[src/rtl/output64.sv]
// rtl/output64.sv - transmit framer: 64-bit words to a uart_tx byte stream
// Serialises words MSB byte first between an 8 x AA preamble and an 8 x 55 trailer.
module output64 #(
   parameter logic [7:0] PREAMBLE_BYTE = 8'hAA,
   parameter logic [7:0] TRAILER_BYTE  = 8'h55,
   parameter int         FRAME_BYTES   = 8,
   parameter int         HOLDOFF       = 2
) (
   input  logic        clk,
   input  logic        reset,
   input  logic        startStream,
   input  logic        stopStream,
   input  logic [63:0] dataOutput,
   input  logic        dataOut64Valid,
   output logic        dataOut64Ready,
   input  logic        uart_tx_busy,
   output logic        uart_tx_en,
   output logic [7:0]  uart_tx_data,
   output logic        streamActive,
   output logic        dataOut64Done,
   output logic        errReserved
);

   localparam logic [2:0] S_IDLE      = 3'd0;
   localparam logic [2:0] S_PREAMBLE  = 3'd1;
   localparam logic [2:0] S_WAIT_WORD = 3'd2;
   localparam logic [2:0] S_SEND      = 3'd3;
   localparam logic [2:0] S_TRAILER   = 3'd4;

   localparam logic [3:0]  LAST_IDX      = 4'(FRAME_BYTES - 1);
   localparam logic [3:0]  FULL_CNT      = 4'(FRAME_BYTES);
   localparam logic [1:0]  HOLD_LOAD     = 2'(HOLDOFF);
   // A word of all trailer bytes would look like a stop to the far end.
   localparam logic [63:0] RESERVED_WORD = {8{TRAILER_BYTE}};

   logic [2:0]  state;
   logic [2:0]  state_next;
   logic [3:0]  byte_cnt;
   logic [1:0]  holdoff;
   logic [63:0] shreg;
   logic        stop_lat;

   logic        pending;
   logic        issue;
   logic        last_issue;
   logic        accept;
   logic        reserved;
   logic        stop_any;
   logic [7:0]  issue_byte;

   always_comb begin
      pending    = (state == S_PREAMBLE || state == S_SEND || state == S_TRAILER)
                   && (byte_cnt < FULL_CNT);
      issue      = pending && !uart_tx_busy && (holdoff == 2'd0);
      last_issue = issue && (byte_cnt == LAST_IDX);
      accept     = (state == S_WAIT_WORD) && dataOut64Valid && dataOut64Ready;
      reserved   = (dataOutput == RESERVED_WORD);
      stop_any   = stop_lat || stopStream;

      case (state)
         S_PREAMBLE: issue_byte = PREAMBLE_BYTE;
         S_SEND:     issue_byte = shreg[63:56];
         default:    issue_byte = TRAILER_BYTE;
      endcase
   end

   always_comb begin
      state_next = state;
      case (state)
         S_IDLE: begin
            if (startStream)
               state_next = S_PREAMBLE;
         end
         S_PREAMBLE, S_SEND: begin
            // A stop seen during a byte group only takes effect once the group is complete.
            if (last_issue)
               state_next = stop_any ? S_TRAILER : S_WAIT_WORD;
         end
         S_WAIT_WORD: begin
            if (accept && !reserved)
               state_next = S_SEND;
            else if (!accept && stop_any)
               state_next = S_TRAILER;
         end
         S_TRAILER: begin
            if (byte_cnt == FULL_CNT && holdoff == 2'd0 && !uart_tx_busy)
               state_next = S_IDLE;
         end
         default: state_next = S_IDLE;
      endcase
   end

   always_ff @(posedge clk) begin
      if (reset) begin
         state          <= S_IDLE;
         byte_cnt       <= 4'd0;
         holdoff        <= 2'd0;
         shreg          <= 64'd0;
         stop_lat       <= 1'b0;
         uart_tx_en     <= 1'b0;
         uart_tx_data   <= 8'd0;
         dataOut64Ready <= 1'b0;
         streamActive   <= 1'b0;
         dataOut64Done  <= 1'b0;
         errReserved    <= 1'b0;
      end else begin
         state          <= state_next;
         uart_tx_en     <= issue;
         dataOut64Done  <= last_issue && (state == S_SEND);
         errReserved    <= accept && reserved;
         dataOut64Ready <= (state_next == S_WAIT_WORD);
         streamActive   <= (state_next != S_IDLE);

         // Holdoff masks the window before uart_tx_busy reflects a fresh load.
         if (issue) begin
            uart_tx_data <= issue_byte;
            holdoff      <= HOLD_LOAD;
         end else if (holdoff != 2'd0) begin
            holdoff <= holdoff - 2'd1;
         end

         if (state_next != state)
            byte_cnt <= 4'd0;
         else if (issue)
            byte_cnt <= byte_cnt + 4'd1;

         if (accept && !reserved)
            shreg <= dataOutput;
         else if (issue && state == S_SEND)
            shreg <= {shreg[55:0], 8'h00};

         if (state_next == S_TRAILER || state_next == S_IDLE)
            stop_lat <= 1'b0;
         else if (state != S_IDLE)
            stop_lat <= stop_lat | stopStream;
      end
   end

endmodule

[config.mk]
export PLATFORM = sky130hd
export DESIGN_NAME = output64
export DESIGN_NICKNAME = d
export VERILOG_FILES = /design/src/rtl/output64.sv
export SDC_FILE = /design/constraint.sdc
export NUM_CORES = 1
export LEC_CHECK = 0
export ABC_AREA = 1
export BUFFER_PORTS_ARGS = -buffer_cell sky130_fd_sc_hd__buf_2
export CAP_MARGIN = 40
export CORE_ASPECT_RATIO = 2
export CORE_UTILIZATION = 45
export CTS_CLUSTER_DIAMETER = 80
export DETAILED_ROUTE_END_ITERATION = 12
export PLACE_DENSITY = 0.77
export SLEW_MARGIN = 10
export SYNTH_ARGS = -nofsm -noshare
export SYNTH_HDL_FRONTEND = slang
export SYNTH_SLANG_ARGS = --single-unit
[constraint.sdc]
create_clock -name clk -period 1.6 [get_ports clk]
set_input_delay 0.16 -clock clk [delete_from_list [all_inputs] [get_ports clk]]
set_output_delay 0.16 -clock clk [all_outputs]
set_load 0.05 [all_outputs]
Word level (Yosys, flattened, before mapping):

Index checks and enable logic that the tools add are counted.

* bitwise gates (word level): 1
* order comparisons: 1
* equal/unequal tests: 10
* $add $sub $neg: 2
* mux-type cells: 12
* reduce and logical (&&, ||, !) cells: 32

Operator list (number)
* 2-to-1 mux 64 bit: 2
* == test 64 x 63 -> 1 bit (second input constant): 1
* 2-to-1 mux 3 bit: 6
* one-hot mux 8 bit (2 select lines): 1
* logical AND 1 bit: 13
* one-hot mux 3 bit (4 select lines): 1
* == test 3 x 2 -> 1 bit (second input constant): 3
* OR reduction 2 bit: 4
* == test 3 bit (second input constant): 2
* zero test 3 bit: 2
* nonzero test 2 bit: 3
* nonzero test 3 bit: 2
* adder 4 x 1 -> 4 bit (second input constant): 1
* == test 4 x 3 -> 1 bit (second input constant): 1
* == test 4 bit (second input constant): 1
* logical OR 1 bit: 4
* less-than comparator 4 bit (second input constant): 1
* 2-to-1 mux 2 bit: 2
* == test 3 x 1 -> 1 bit (second input constant): 1
* zero test 1 bit: 3
* != test 3 bit: 1
* zero test 2 bit: 1
* subtractor 2 x 1 -> 2 bit (second input constant): 1
* OR 1 bit: 1

* word-level logic and storage cells: 70
* bits of input ports: 70
* register bits after elaboration: 87

Logic depth before layout (Yosys ltp):

Gate-level depths: netlist of run 1.

* depth in word-level cells: 12
* depth in mapped cells: 13

Worst setup path before layout of run 1:

No wires, ideal clock.

* kind: reg-to-reg
* start point: register dataOut64Ready
* end point: register shreg[10]
* stages on the path, launching flop included: 10
* data arrival time: 1602 ps
* slack: -58 ps
* buffers on the path: 1
* cell sequence: dfxtp_1 -> nand2_1 -> nor2_4 -> inv_2 -> a21oi_2 -> buf_2 -> nand2_1 -> nand3_1 -> nand2_1 -> inv_1

* longest elaborated chain between the ends: 3
* elaborated cells on any way between the ends: 4

Ends and longest elaborated chain
* from (decl): line 15 `output logic dataOut64Ready,`
* from (signal assigned): line 111 `dataOut64Ready <= (state_next == S_WAIT_WORD);`
* logical AND 1 bit (*): line 56 `accept = (state == S_WAIT_WORD) && dataOut64Valid && dataOut64Ready;`
* logical AND 1 bit (*): line 127 `if (accept && !reserved)`
* 2-to-1 mux 64 bit / nonzero test 2 bit (equally long branches)
* to (signal assigned): line 128 `shreg <= dataOutput;`
* to (signal assigned): line 130 `shreg <= {shreg[55:0], 8'h00};`
* to (decl): line 40 `logic [63:0] shreg;`

Every way passes the cells marked *; elsewhere a longest branch is shown, timed or not.
A chain may end at the register's enable or synchronous reset.

Worst setup path after layout of run 1:

* start point: register state[1]
* end point: register streamActive

* longest elaborated chain between the ends: 10
* elaborated cells on any way between the ends: 24

Ends and longest elaborated chain
* from (decl): line 36 `logic [2:0] state;`
* from (signal assigned): line 107 `state <= state_next;`
* == test 3 x 1 -> 1 bit / == test 3 x 2 -> 1 bit (equally long branches): line 52, 69
* logical OR 1 bit (2 in a row): line 52 `pending = (state == S_PREAMBLE || state == S_SEND || state == S_TRAILER)`
* logical AND 1 bit: line 53 `&& (byte_cnt < FULL_CNT);`
* logical AND 1 bit (2 in a row): line 54 `issue = pending && !uart_tx_busy && (holdoff == 2'd0);`
* logical AND 1 bit: line 55 `last_issue = issue && (byte_cnt == LAST_IDX);`
* 2-to-1 mux 3 bit: line 76 `if (last_issue)`
* one-hot mux 3 bit (4 select lines) (*): line 69 `case (state)`
* nonzero test 3 bit (*): line 112 `streamActive <= (state_next != S_IDLE);`
* to (signal assigned): line 112
* to (decl): line 19 `output logic streamActive,`

Marked as above.

==> insert_results.sql, run 1 <==
INSERT INTO impl_metrics (metric_group, metric, value, unit) VALUES
('placement', 'detailed_place_hpwl', '8.19', 'mm'),
('synthesis', 'syn-instance-count', '638', ''),
('placement', 'number_of_cells_after_detailed_placement', '807', ''),
('grt', 'grt.overflow.total', '0', ''),
('synthesis', 'register_area_share_after_synthesis', '41.6', '%'),
('synthesis', 'count_of_state_elements_after_synthesis', '87', ''),
('sta', 'clock-skew-final', '0.00628', 'ns'),
('sta', 'final_max_tran_viols', '0', ''),
('sta', 'min_period', '1.57', 'ns'),
('drt', 'route.antenna.remaining_nets', '0', ''),
('floorplan', 'core_region_area', '9010', 'sq um'),
('sta', 'fin_ws', '0.0344', 'ns'),
('cts', 'clock_path_buffers', '2', ''),
('synthesis', 'synth_warnings', '0', ''),
('floorplan', 'die-height', '138', 'um'),
('critical_path', 'worst_setup_ep_type', 'flop', ''),
('critical_path', 'critPathArrivalTime', '1.79', 'ns'),
('cts', 'clkTransAtPathRegs', '0.06', 'ns'),
('floorplan', 'die_w', '70.2', 'um'),
('cts', 'worst_skew_pair.late_latency', '0.34', 'ns'),
('power', 'power.ir.vdd_worst', '529', 'uV'),
('layout', 'post_route_non_filler_standard_cell_count', '827', ''),
('run', 'drv.max_cap_violation_count', '0', ''),
('layout', 'area_growth_from_synthesis_to_final_layout', '23.0', '%'),
('layout', 'register_area', '1750', 'sq um'),
('synthesis', 'syn_area_per_cell', '6.57', 'sq um'),
('sta', 'finalCritPeriodShare', '97.8', '%'),
('floorplan', 'initial_utilization', '46.5', '%'),
('cts', 'clockRootBuffer', 'sky130_fd_sc_hd__clkbuf_16', ''),
('drt', 'vias', '4287', ''),
('cts', 'cts_tree', 'yes', ''),
('synthesis', 'post_synthesis_instance_area', '4190', 'sq um'),
('outcome', 'status', 'complete, no violations', ''),
('sta', 'slew_headroom', '79.5', '%'),
('power', 'p_sw', '0.00107', 'W'),
('drt', 'wl_per_cell', '13.7', 'um'),
('layout', 'post_route_cells_drive_above_1_share', '20.8', '%'),
('critical_path', 'critPathMaxFanout', '5', ''),
('drt', 'detail_route.iter0.violations', '289', ''),
('synthesis', 'net_count_after_synthesis', '710', ''),
('cts', 'h-tree-depth', '3', ''),
('layout', 'fin_util', '57.2', '%'),
('cts', 'cts_inserted_buffers', '9', ''),
('grt', 'grt_first_pass_wirelength', '18.6', 'mm'),
('sta', 'rsz_0062_raised_after_global_routing', 'yes', ''),
('drt', 'avgViaCountPerCell', '5.18', ''),
('drt', 'drc_errors', '0', ''),
('grt', 'grt_usage', '23.8', '%'),
('floorplan', 'ios', '83', ''),
('power', 'power_leakage', '2.41', 'nW'),
('placement', 'buffer_ports.inserted', '82', ''),
('sta', 'final-setup-viol-count', '0', ''),
('drt', 'detailedRoute.firstPassIterationCount', '6', ''),
('drt', 'totalWireLength', '11.3', 'mm'),
('layout', 'area_used_by_multi_input_combinational_logic', '2040', 'sq um'),
('power', 'power_frac_comb', '7.4', '%'),
('placement', 'gp_routability_congestion', '0.873', ''),
('power', 'switching_share', '23.1', '%'),
('placement', 'worst_setup_timing_slack_at_the_placement_stage', '-0.0775', 'ns'),
('hold_path', 'hold_path_class', 'in2reg', ''),
('cts', 'tritoncts_sinks', '87', ''),
('sta', 'worst_slew_pin_slew', '0.306', 'ns'),
('layout', 'fillers', '871', ''),
('sta', 'final_hold_viol_count', '0', ''),
('power', 'internal-power', '0.00356', 'W'),
('floorplan', 'placement_rows', '49', ''),
('power', 'cellPowerDensity', '899', 'nW/um^2'),
('synthesis', 'number_of_unique_standard_cell_types_used_by_synthesis', '32', ''),
('grt', 'antenna_found_initial', '0', ''),
('floorplan', 'die_area', '9720', 'sq um'),
('sta', 'achievable-frequency', '639', 'MHz'),
('power', 'p_seq_share', '47.4', '%'),
('critical_path', 'cp.required', '1.82', 'ns'),
('layout', 'antenna_cells_inserted', '0', ''),
('layout', 'final_nets', '792', ''),
('grt', 'grt_pass1_vias', '4216', ''),
('critical_path', 'setup.worst_path.start_class', 'flop', ''),
('critical_path', 'setup.worst_path.class', 'reg2reg', ''),
('power', 'pwr-share-clk', '45.2', '%'),
('grt', 'pin_count_of_the_biggest_net_entering_global_routing', '42', '');
## layout by cell type, fill, tap and decap left out, types with 2 or more instances in the layout
cell	n
sky130_fd_sc_hd__clkbuf_1	2
sky130_fd_sc_hd__o21ai_0	15
sky130_fd_sc_hd__clkinv_2	3
sky130_fd_sc_hd__nand3_2	2
sky130_fd_sc_hd__inv_1	56
sky130_fd_sc_hd__nor2_1	130
sky130_fd_sc_hd__buf_4	19
sky130_fd_sc_hd__buf_6	2
sky130_fd_sc_hd__buf_2	82
sky130_fd_sc_hd__o211a_1	2
sky130_fd_sc_hd__ha_1	2
sky130_fd_sc_hd__clkbuf_16	10
sky130_fd_sc_hd__dfxtp_2	3
sky130_fd_sc_hd__nand2_2	6
sky130_fd_sc_hd__nor2_2	5
sky130_fd_sc_hd__nand2_1	115
sky130_fd_sc_hd__dfxtp_1	84
sky130_fd_sc_hd__nor3_1	5
sky130_fd_sc_hd__inv_2	7
sky130_fd_sc_hd__buf_12	5
sky130_fd_sc_hd__nor2_4	2
sky130_fd_sc_hd__a21oi_1	14
sky130_fd_sc_hd__nand3_1	54
sky130_fd_sc_hd__o21ai_1	86
## cells by family (layout without fill, tap and decap cells)
logic type | after synthesis | count (layout) | share of synthesized area, %
compound gates | 123 | 123 | 15.4
xor+xnor | 2 | 2 | 0.418
fa+ha+maj | 2 | 2 | 0.597
buf+inv | 102 | 189 | 10.4
flops | 87 | 87 | 41.6
simple gates | 322 | 322 | 31.5
## path summary, 6_finish.rpt
kind,startpoint,end,slack [ns],cells past startpoint
setup / recovery,state[1],streamActive,0.03,10
hold / removal,dataOutput[37],shreg[37],0.05,3
setup reg to reg,state[1],streamActive,0.03,10
hold reg to reg,holdoff[0],holdoff[0],0.44,1
## what timing repair did
action                                  4_1_cts  5_1_grt
gates resized for setup                       2       12
hold endpoints to repair                      0        0
hold buffers                                  0        0
pin swaps                                     0        4
buffers inserted                              1        2
gates cloned                                  0        1
endpoints found under the setup margin        4       64
## through the flow
step / power [W] / hold slack, ns / TNS, ns / area [sq um]
after floorplan: 0.00240 / 0.295 / 0 / 4190
after global placement: 0.00256 / 0.396 / -0.0689 / 4780
after detailed placement: 0.00256 / 0.405 / -0.244 / 4780
after CTS: 0.00464 / 0.0436 / 0 / 5080
after global routing: 0.00478 / 0.0564 / -0.193 / 5150
final: 0.00463 / 0.0481 / 0 / 5150
## synth_stat cells (all sizes together)
cell     instances  area (sq um)
a21boi           1          11.3
a21oi           15          78.8
a31oi            1          6.26
a41oi            1          8.76
buf             29           163
clkbuf           9          33.8
dfxtp           87          1740
ha               2          25.0
inv             64           240
nand2          121           462
nand3           56           285
nand3b           1          7.51
nand4            1          6.26
nor2           137           529
nor3             5          25.0
nor4             1          6.26
o2111ai          1          8.76
o211a            2          20.0
o21ai          101           505
o31ai            1          7.51
xnor2            1          8.76
xor2             1          8.76
## power groups by stage
stage                     logic, W  registers [W]  clock network, W
after floorplan           0.000114        0.00229                 0
after global placement    0.000318        0.00224                 0
after detailed placement  0.000322        0.00224                 0
after CTS                 0.000325        0.00219           0.00212
after global routing      0.000373        0.00220           0.00221
final                     0.000341        0.00219           0.00209
## sequential cells by signal, indices dropped and copies added (netlist names)
| name | flops |
|---|---|
| holdoff | 2 |
| shreg | 64 |
| state | 3 |
| errReserved | 1 |
| uart_tx_data | 8 |
| dataOut64Ready | 1 |
| uart_tx_en | 1 |
| stop_lat | 1 |
| dataOut64Done | 1 |
| streamActive | 1 |
| byte_cnt | 4 |
## critical path: stages (launching register included)
cell                       delay (ns)
sky130_fd_sc_hd__dfxtp_2         0.36
sky130_fd_sc_hd__inv_2           0.09
sky130_fd_sc_hd__nand3_1         0.10
sky130_fd_sc_hd__nand2_1         0.11
sky130_fd_sc_hd__nand2_1         0.09
sky130_fd_sc_hd__inv_2           0.09
sky130_fd_sc_hd__nand2_2         0.07
sky130_fd_sc_hd__a21boi_2        0.19
sky130_fd_sc_hd__nand2_1         0.11
sky130_fd_sc_hd__nor2_2          0.13
sky130_fd_sc_hd__o21ai_1         0.09
## metal layers
metal	wire length (um)	GRT usage, %
met1	4200	24.2
met2	6160	44.4
met3	517	3.79
met4	471	13.5
met5	0	0
## final cells by class
cell class | instances | share of cell area [%]
well taps | 102 | 2.48
clock inverters | 4 | 0.874
repair buffers | 109 | 13.6
inverters | 64 | 4.71
multi-input cells | 449 | 39.7
clock buffers | 12 | 4.79
flip-flops and latches | 87 | 33.9
No activity file was read; power rests on OpenSTA's default activity.
==> inputs of run 2 (changes only) <==
CORE_UTILIZATION = 55   (was 45)
PLACE_DENSITY = 0.9   (was 0.77)
==> insert_results.sql, run 2 (synthesis results as in run 1) <==
INSERT INTO impl_metrics (metric_group, metric, value, unit) VALUES
('placement', 'place_area', '4800', 'sq um'),
('layout', 'largest_reg_flops', '64', ''),
('drt', 'drt-met1-wl', '4.35', 'mm'),
('critical_path', 'cp.required', '1.83', 'ns'),
('layout', 'mostFrequentLayoutCell', 'sky130_fd_sc_hd__nor2_1', ''),
('cts', 'clockRootBuffer', 'sky130_fd_sc_hd__clkbuf_16', ''),
('sta', 'rsz_0062_raised_after_global_routing', 'yes', ''),
('floorplan', 'die_area', '7990', 'sq um'),
('cts', 'h-tree-depth', '3', ''),
('cts', 'clkTransAtPathRegs', '0.06', 'ns'),
('drt', 'wl_per_cell', '14.9', 'um'),
('floorplan', 'placement_rows', '44', ''),
('drt', 'route.antenna.remaining_nets', '0', ''),
('sta', 'slew_headroom', '78.4', '%'),
('drt', 'drc_errors', '0', ''),
('critical_path', 'worst_setup_ep_type', 'flop', ''),
('drt', 'detailedRoute.firstPassIterationCount', '6', ''),
('critical_path', 'critical_path.slowest_cell', 'sky130_fd_sc_hd__dfxtp_2', ''),
('sta', 'final-setup-viol-count', '0', ''),
('hold_path', 'hold_path_class', 'in2reg', ''),
('grt', 'grt.overflow.total', '0', ''),
('critical_path', 'critical_path.n_buffers_inverters', '2', ''),
('drt', 'wl_met3', '637', 'um'),
('power', 'power_leakage', '2.49', 'nW'),
('layout', 'post_route_cells_drive_above_1_share', '22.4', '%'),
('grt', 'antenna_found_initial', '0', ''),
('drt', 'vias', '4618', ''),
('floorplan', 'die_w', '63.7', 'um'),
('cts', 'cts_inserted_buffers', '9', ''),
('placement', 'detailed_place_hpwl', '7.92', 'mm'),
('drt', 'detail_route.iter0.violations', '410', ''),
('floorplan', 'ios', '83', ''),
('power', 'cellPowerDensity', '933', 'nW/um^2'),
('grt', 'pin_count_of_the_biggest_net_entering_global_routing', '40', ''),
('floorplan', 'initial_utilization', '57.2', '%'),
('drt', 'avgViaCountPerCell', '5.62', ''),
('power', 'power.ir.vdd_worst', '838', 'uV'),
('sta', 'finalCritPeriodShare', '98.5', '%'),
('sta', 'final_max_tran_viols', '0', ''),
('drt', 'totalWireLength', '12.2', 'mm'),
('sta', 'min_period', '1.58', 'ns'),
('placement', 'buffer_ports.inserted', '82', ''),
('critical_path', 'setup.worst_path.class', 'reg2reg', ''),
('layout', 'largest-register', 'shreg', ''),
('drt', 'highest-signal-layer', 'met4', ''),
('critical_path', 'crit_chain', 'inv_2 -> nand3_1 -> nand2_1 -> nand2_2 -> inv_2 -> nand2_1 -> a21boi_2 -> nand3_1 -> nand2_2 -> nor2_1', ''),
('outcome', 'status', 'complete, no violations', ''),
('floorplan', 'die-height', '125', 'um'),
('layout', 'layout.cells.most_common_list', '128 x sky130_fd_sc_hd__nor2_1, 114 x sky130_fd_sc_hd__nand2_1, 86 x sky130_fd_sc_hd__o21ai_1', ''),
('cts', 'worst_skew_pair.late_latency', '0.34', 'ns'),
('critical_path', 'worst_path_top_cell_family_by_delay', 'simple AND/OR/NAND/NOR gates', ''),
('run', 'drv.max_cap_violation_count', '0', ''),
('critical_path', 'critPathArrivalTime', '1.81', 'ns'),
('layout', 'fillers', '573', ''),
('cts', 'cts_tree', 'yes', ''),
('drt', 'met2_wirelength', '6.63', 'mm'),
('sta', 'achievable-frequency', '635', 'MHz'),
('grt', 'grt_pass1_vias', '4247', ''),
('sta', 'timing.hold.ws', '0.0576', 'ns'),
('critical_path', 'critPathMaxFanout', '5', ''),
('critical_path', 'setup.worst_path.start_class', 'flop', ''),
('critical_path', 'cpPeakStageDelay', '0.36', 'ns'),
('sta', 'clock-skew-final', '0.00737', 'ns'),
('floorplan', 'core_region_area', '7320', 'sq um'),
('cts', 'tritoncts_sinks', '87', ''),
('layout', 'biggestRegsByFlops', 'shreg (64), uart_tx_data (8), byte_cnt (4)', ''),
('sta', 'final_hold_viol_count', '0', ''),
('placement', 'gp_routability_congestion', '0.914', ''),
('layout', 'area_growth_from_synthesis_to_final_layout', '27.4', '%'),
('sta', 'worst_slew_pin_slew', '0.323', 'ns'),
('layout', 'final_nets', '797', ''),
('grt', 'grt_first_pass_wirelength', '18.7', 'mm'),
('grt', 'grt_usage', '30.0', '%'),
('layout', 'antenna_cells_inserted', '0', ''),
('cts', 'clock_path_buffers', '2', ''),
('layout', 'final_cell_area', '5340', 'sq um');
-- run 2: power breakdown --
group,leakage (nW),switching [W],internal (W)
Clock,0.169,0.000825,0.00160
Sequential,0.704,0.0000114,0.00218
Combinational,1.62,0.000221,0.000133
Total,2.49,0.00106,0.00392
-- run 2: worst paths after layout --
kind	startpoint	to	slack, ns	cells after the start
setup / recovery	state[1]	byte_cnt[0]	0.02	10
hold / removal	dataOutput[27]	shreg[27]	0.06	3
setup reg to reg	state[1]	byte_cnt[0]	0.02	10
hold reg to reg	holdoff[0]	holdoff[0]	0.42	1
-- run 2: layout make-up --
| type | count | area (sq um) | share of cell area (%) |
|---|---|---|---|
| Clock buffer | 12 | 256 | 4.81 |
| Clock inverter | 3 | 90.1 | 1.69 |
| Inverter | 64 | 248 | 4.64 |
| Multi-Input combinational cell | 449 | 2080 | 38.9 |
| Sequential cell | 87 | 1750 | 32.8 |
| Tap cell | 92 | 115 | 2.16 |
| Timing Repair Buffer | 114 | 798 | 15.0 |
-- run 2: worst reg2reg max path, stage by stage, from the launching register on --
cell and delay (ns):
sky130_fd_sc_hd__dfxtp_2 0.36, sky130_fd_sc_hd__inv_2 0.10, sky130_fd_sc_hd__nand3_1 0.12, sky130_fd_sc_hd__nand2_1 0.14, sky130_fd_sc_hd__nand2_2 0.08, sky130_fd_sc_hd__inv_2 0.08
sky130_fd_sc_hd__nand2_1 0.10, sky130_fd_sc_hd__a21boi_2 0.20, sky130_fd_sc_hd__nand3_1 0.11, sky130_fd_sc_hd__nand2_2 0.13, sky130_fd_sc_hd__nor2_1 0.05
-- run 2: layer usage --
layer,track usage [%],vias to the layer above
met5,0,-
met4,18.0,0
met3,5.11,53
met2,53.9,237
met1,31.5,2113
li1,-,2215
-- run 2: metrics by stage --
stage               util, %  setup slack, ns  cells  setup TNS [ns]  total power [W]
finish                 72.9           0.0247    821               0          0.00498
global route           72.9          -0.0915    821          -0.474          0.00510
CTS                    70.7          0.00482    815               0          0.00497
detailed placement     65.6           -0.124    799          -0.338          0.00257
global placement       65.6           0.0138    799               0          0.00256
floorplan                 -            0.130    638               0          0.00240
-- run 2: repair_timing --
| item | CTS | global route |
|---|---|---|
| gates resized for setup | 5 | 22 |
| cloned | 0 | 3 |
| setup buffers | 1 | 3 |
| hold buffers | 0 | 0 |
| pin swaps | 3 | 5 |
| endpoints found under the setup margin | 13 | 69 |
==> inputs of run 3 (changes only) <==
GPL_TIMING_DRIVEN = 0   (was not set)
==> insert_results.sql, run 3 (synthesis results as in run 1) <==
INSERT INTO impl_metrics (metric_group, metric, value, unit) VALUES
('outcome', 'status', 'finished with violations', ''),
('outcome', 'violated_checks', 'negative setup slack', ''),
('power', 'switching_share', '24.0', '%'),
('critical_path', 'reg2reg_setup_slack', '-0.18', 'ns'),
('power', 'p_seq_share', '46.7', '%'),
('critical_path', 'critPathMaxFanout', '4', ''),
('sta', 'final_max_tran_viols', '0', ''),
('drt', 'route.antenna.remaining_nets', '0', ''),
('power', 'power.ir.vdd_worst', '685', 'uV'),
('grt', 'grt_first_pass_wirelength', '20.2', 'mm'),
('placement', 'gp_routability_congestion', '0.959', ''),
('power', 'power_frac_comb', '8.1', '%'),
('placement', 'worst_setup_timing_slack_at_the_placement_stage', '-0.239', 'ns'),
('sta', 'slew_headroom', '61.4', '%'),
('floorplan', 'core_region_area', '7320', 'sq um'),
('layout', 'post_route_cells_drive_above_1_share', '25.4', '%'),
('drt', 'detailedRoute.firstPassIterationCount', '5', ''),
('sta', 'finalCritPeriodShare', '111', '%'),
('cts', 'tritoncts_sinks', '87', ''),
('hold_path', 'min_path_cells', '3', ''),
('drt', 'detail_route.iter0.violations', '458', ''),
('sta', 'rsz_0062_raised_after_global_routing', 'yes', ''),
('sta', 'clock-skew-final', '0.00916', 'ns'),
('cts', 'ctsHoldBuffers', '0', ''),
('layout', 'fin_util', '74.2', '%'),
('placement', 'detailed_place_hpwl', '9.05', 'mm'),
('floorplan', 'initial_utilization', '57.2', '%'),
('grt', 'grt_pass1_vias', '4558', ''),
('layout', 'fillers', '538', ''),
('cts', 'clkTransAtPathRegs', '0.07', 'ns'),
('power', 'cellPowerDensity', '865', 'nW/um^2'),
('sta', 'min_period', '1.78', 'ns'),
('critical_path', 'critPathArrivalTime', '2.05', 'ns'),
('grt', 'grt_usage', '32.4', '%'),
('layout', 'antenna_cells_inserted', '0', ''),
('layout', 'area_growth_from_synthesis_to_final_layout', '29.7', '%'),
('sta', 'final-setup-viol-count', '8', ''),
('critical_path', 'cp.required', '1.87', 'ns'),
('grt', 'pin_count_of_the_biggest_net_entering_global_routing', '15', ''),
('critical_path', 'worst_setup_ep_type', 'flop', ''),
('grt', 'grt.overflow.total', '0', ''),
('critical_path', 'rr_worst_depth', '12', ''),
('hold_path', 'hold_path_class', 'in2reg', ''),
('power', 'post-layout-total-power', '0.00470', 'W'),
('critical_path', 'setup.worst_path.start_class', 'flop', ''),
('floorplan', 'placement_rows', '44', ''),
('layout', 'mostFrequentLayoutCell', 'sky130_fd_sc_hd__nor2_1', ''),
('layout', 'largest_reg_flops', '64', ''),
('drt', 'vias', '4819', ''),
('layout', 'register_area', '1750', 'sq um'),
('drt', 'totalWireLength', '13.4', 'mm'),
('power', 'p_sw', '0.00113', 'W'),
('cts', 'clock_path_buffers', '2', ''),
('drt', 'drc_errors', '0', ''),
('drt', 'avgViaCountPerCell', '5.70', ''),
('cts', 'cts_inserted_buffers', '9', ''),
('cts', 'h-tree-depth', '3', ''),
('floorplan', 'ios', '83', ''),
('placement', 'buffer_ports.inserted', '81', ''),
('cts', 'worst_skew_pair.late_latency', '0.35', 'ns'),
('cts', 'clockRootBuffer', 'sky130_fd_sc_hd__clkbuf_16', ''),
('power', 'internal-power', '0.00357', 'W'),
('sta', 'worst_slew_pin_slew', '0.579', 'ns'),
('critical_path', 'setup.worst_path.class', 'reg2reg', ''),
('power', 'pwr-share-clk', '45.1', '%'),
('power', 'power_leakage', '2.51', 'nW'),
('floorplan', 'die_w', '63.7', 'um'),
('layout', 'final_nets', '820', ''),
('cts', 'cts_tree', 'yes', ''),
('grt', 'antenna_found_initial', '0', ''),
('sta', 'final_hold_viol_count', '0', ''),
('drt', 'wl_per_cell', '15.9', 'um'),
('floorplan', 'die_area', '7990', 'sq um'),
('layout', 'biggestRegsByFlops', 'shreg (64), uart_tx_data (8), byte_cnt (4)', ''),
('sta', 'fin_ws', '-0.177', 'ns'),
('layout', 'layout.cells.most_common_list', '128 x sky130_fd_sc_hd__nor2_1, 110 x sky130_fd_sc_hd__nand2_1, 89 x sky130_fd_sc_hd__buf_2', ''),
('layout', 'area_used_by_multi_input_combinational_logic', '2140', 'sq um'),
('sta', 'achievable-frequency', '563', 'MHz'),
('run', 'drv.max_cap_violation_count', '0', ''),
('layout', 'largest-register', 'shreg', ''),
('floorplan', 'die-height', '125', 'um');
## run 3: cell type report
cell class                 instances  share of cell area [%]
buffer                            38                    5.46
clock buffer                      10                    4.40
clock inverter                     6                    1.11
inverter                          64                    4.70
multi-input combinational        449                    39.4
sequential                        87                    32.3
tap                               92                    2.12
timing repair buffer              99                    10.5
## run 3: path summary, 6_finish.rpt
| path | end | from |
|---|---|---|
| worst min-delay path | shreg[31] | dataOutput[31] |
| worst max register to register | byte_cnt[1] | byte_cnt[0] |
| worst min register to register | holdoff[0] | holdoff[0] |
| worst max-delay path | byte_cnt[1] | byte_cnt[0] |
## run 3: layer usage
metal | part of all wire [%] | vias up | global-route usage [%]
met2 | 54 | 283 | 59.6
met3 | 5.5 | 106 | 5.11
li1 | - | 2254 | -
met1 | 33 | 2176 | 30.2
met4 | 7.5 | 0 | 25.7
met5 | 0 | - | 0
## run 3: critical path, cell delays in order (launching register included)
cell	delay, ns
sky130_fd_sc_hd__dfxtp_4	0.36
sky130_fd_sc_hd__inv_2	0.06
sky130_fd_sc_hd__ha_4	0.11
sky130_fd_sc_hd__nand3b_1	0.10
sky130_fd_sc_hd__nor2_1	0.17
sky130_fd_sc_hd__nor2_1	0.07
sky130_fd_sc_hd__nor2_1	0.17
sky130_fd_sc_hd__nand2_1	0.10
sky130_fd_sc_hd__nand2_1	0.10
sky130_fd_sc_hd__nand3_2	0.07
sky130_fd_sc_hd__nor2_2	0.15
sky130_fd_sc_hd__nand2_2	0.11
sky130_fd_sc_hd__nor2_1	0.13
## run 3: metrics by stage
step	cells	hold WS [ns]	area (sq um)	setup TNS (ns)
detailed placement	811	0.405	4710	-6.80
CTS	833	0.0476	5120	-0.00763
global placement	811	0.399	4710	-3.55
finish	845	0.0416	5430	-0.712
global route	845	0.0619	5430	-3.97
floorplan	638	0.295	4190	0
## run 3: power groups by stage
stage / Clock, W / Sequential, W / Combinational, W
2_1_floorplan: 0 / 0.00229 / 0.000114
3_3_place_gp: 0 / 0.00224 / 0.000308
3_5_place_dp: 0 / 0.00224 / 0.000317
4_1_cts: 0.00211 / 0.00220 / 0.000347
5_1_grt: 0.00221 / 0.00220 / 0.000411
6_report: 0.00212 / 0.00220 / 0.000382
## run 3: what timing repair did
item	in CTS	in global routing
setup endpoints to repair	80	81
gates cloned	0	1
hold endpoints to repair	0	0
pin swaps	4	26
buffers inserted	6	11
resized for setup	19	73
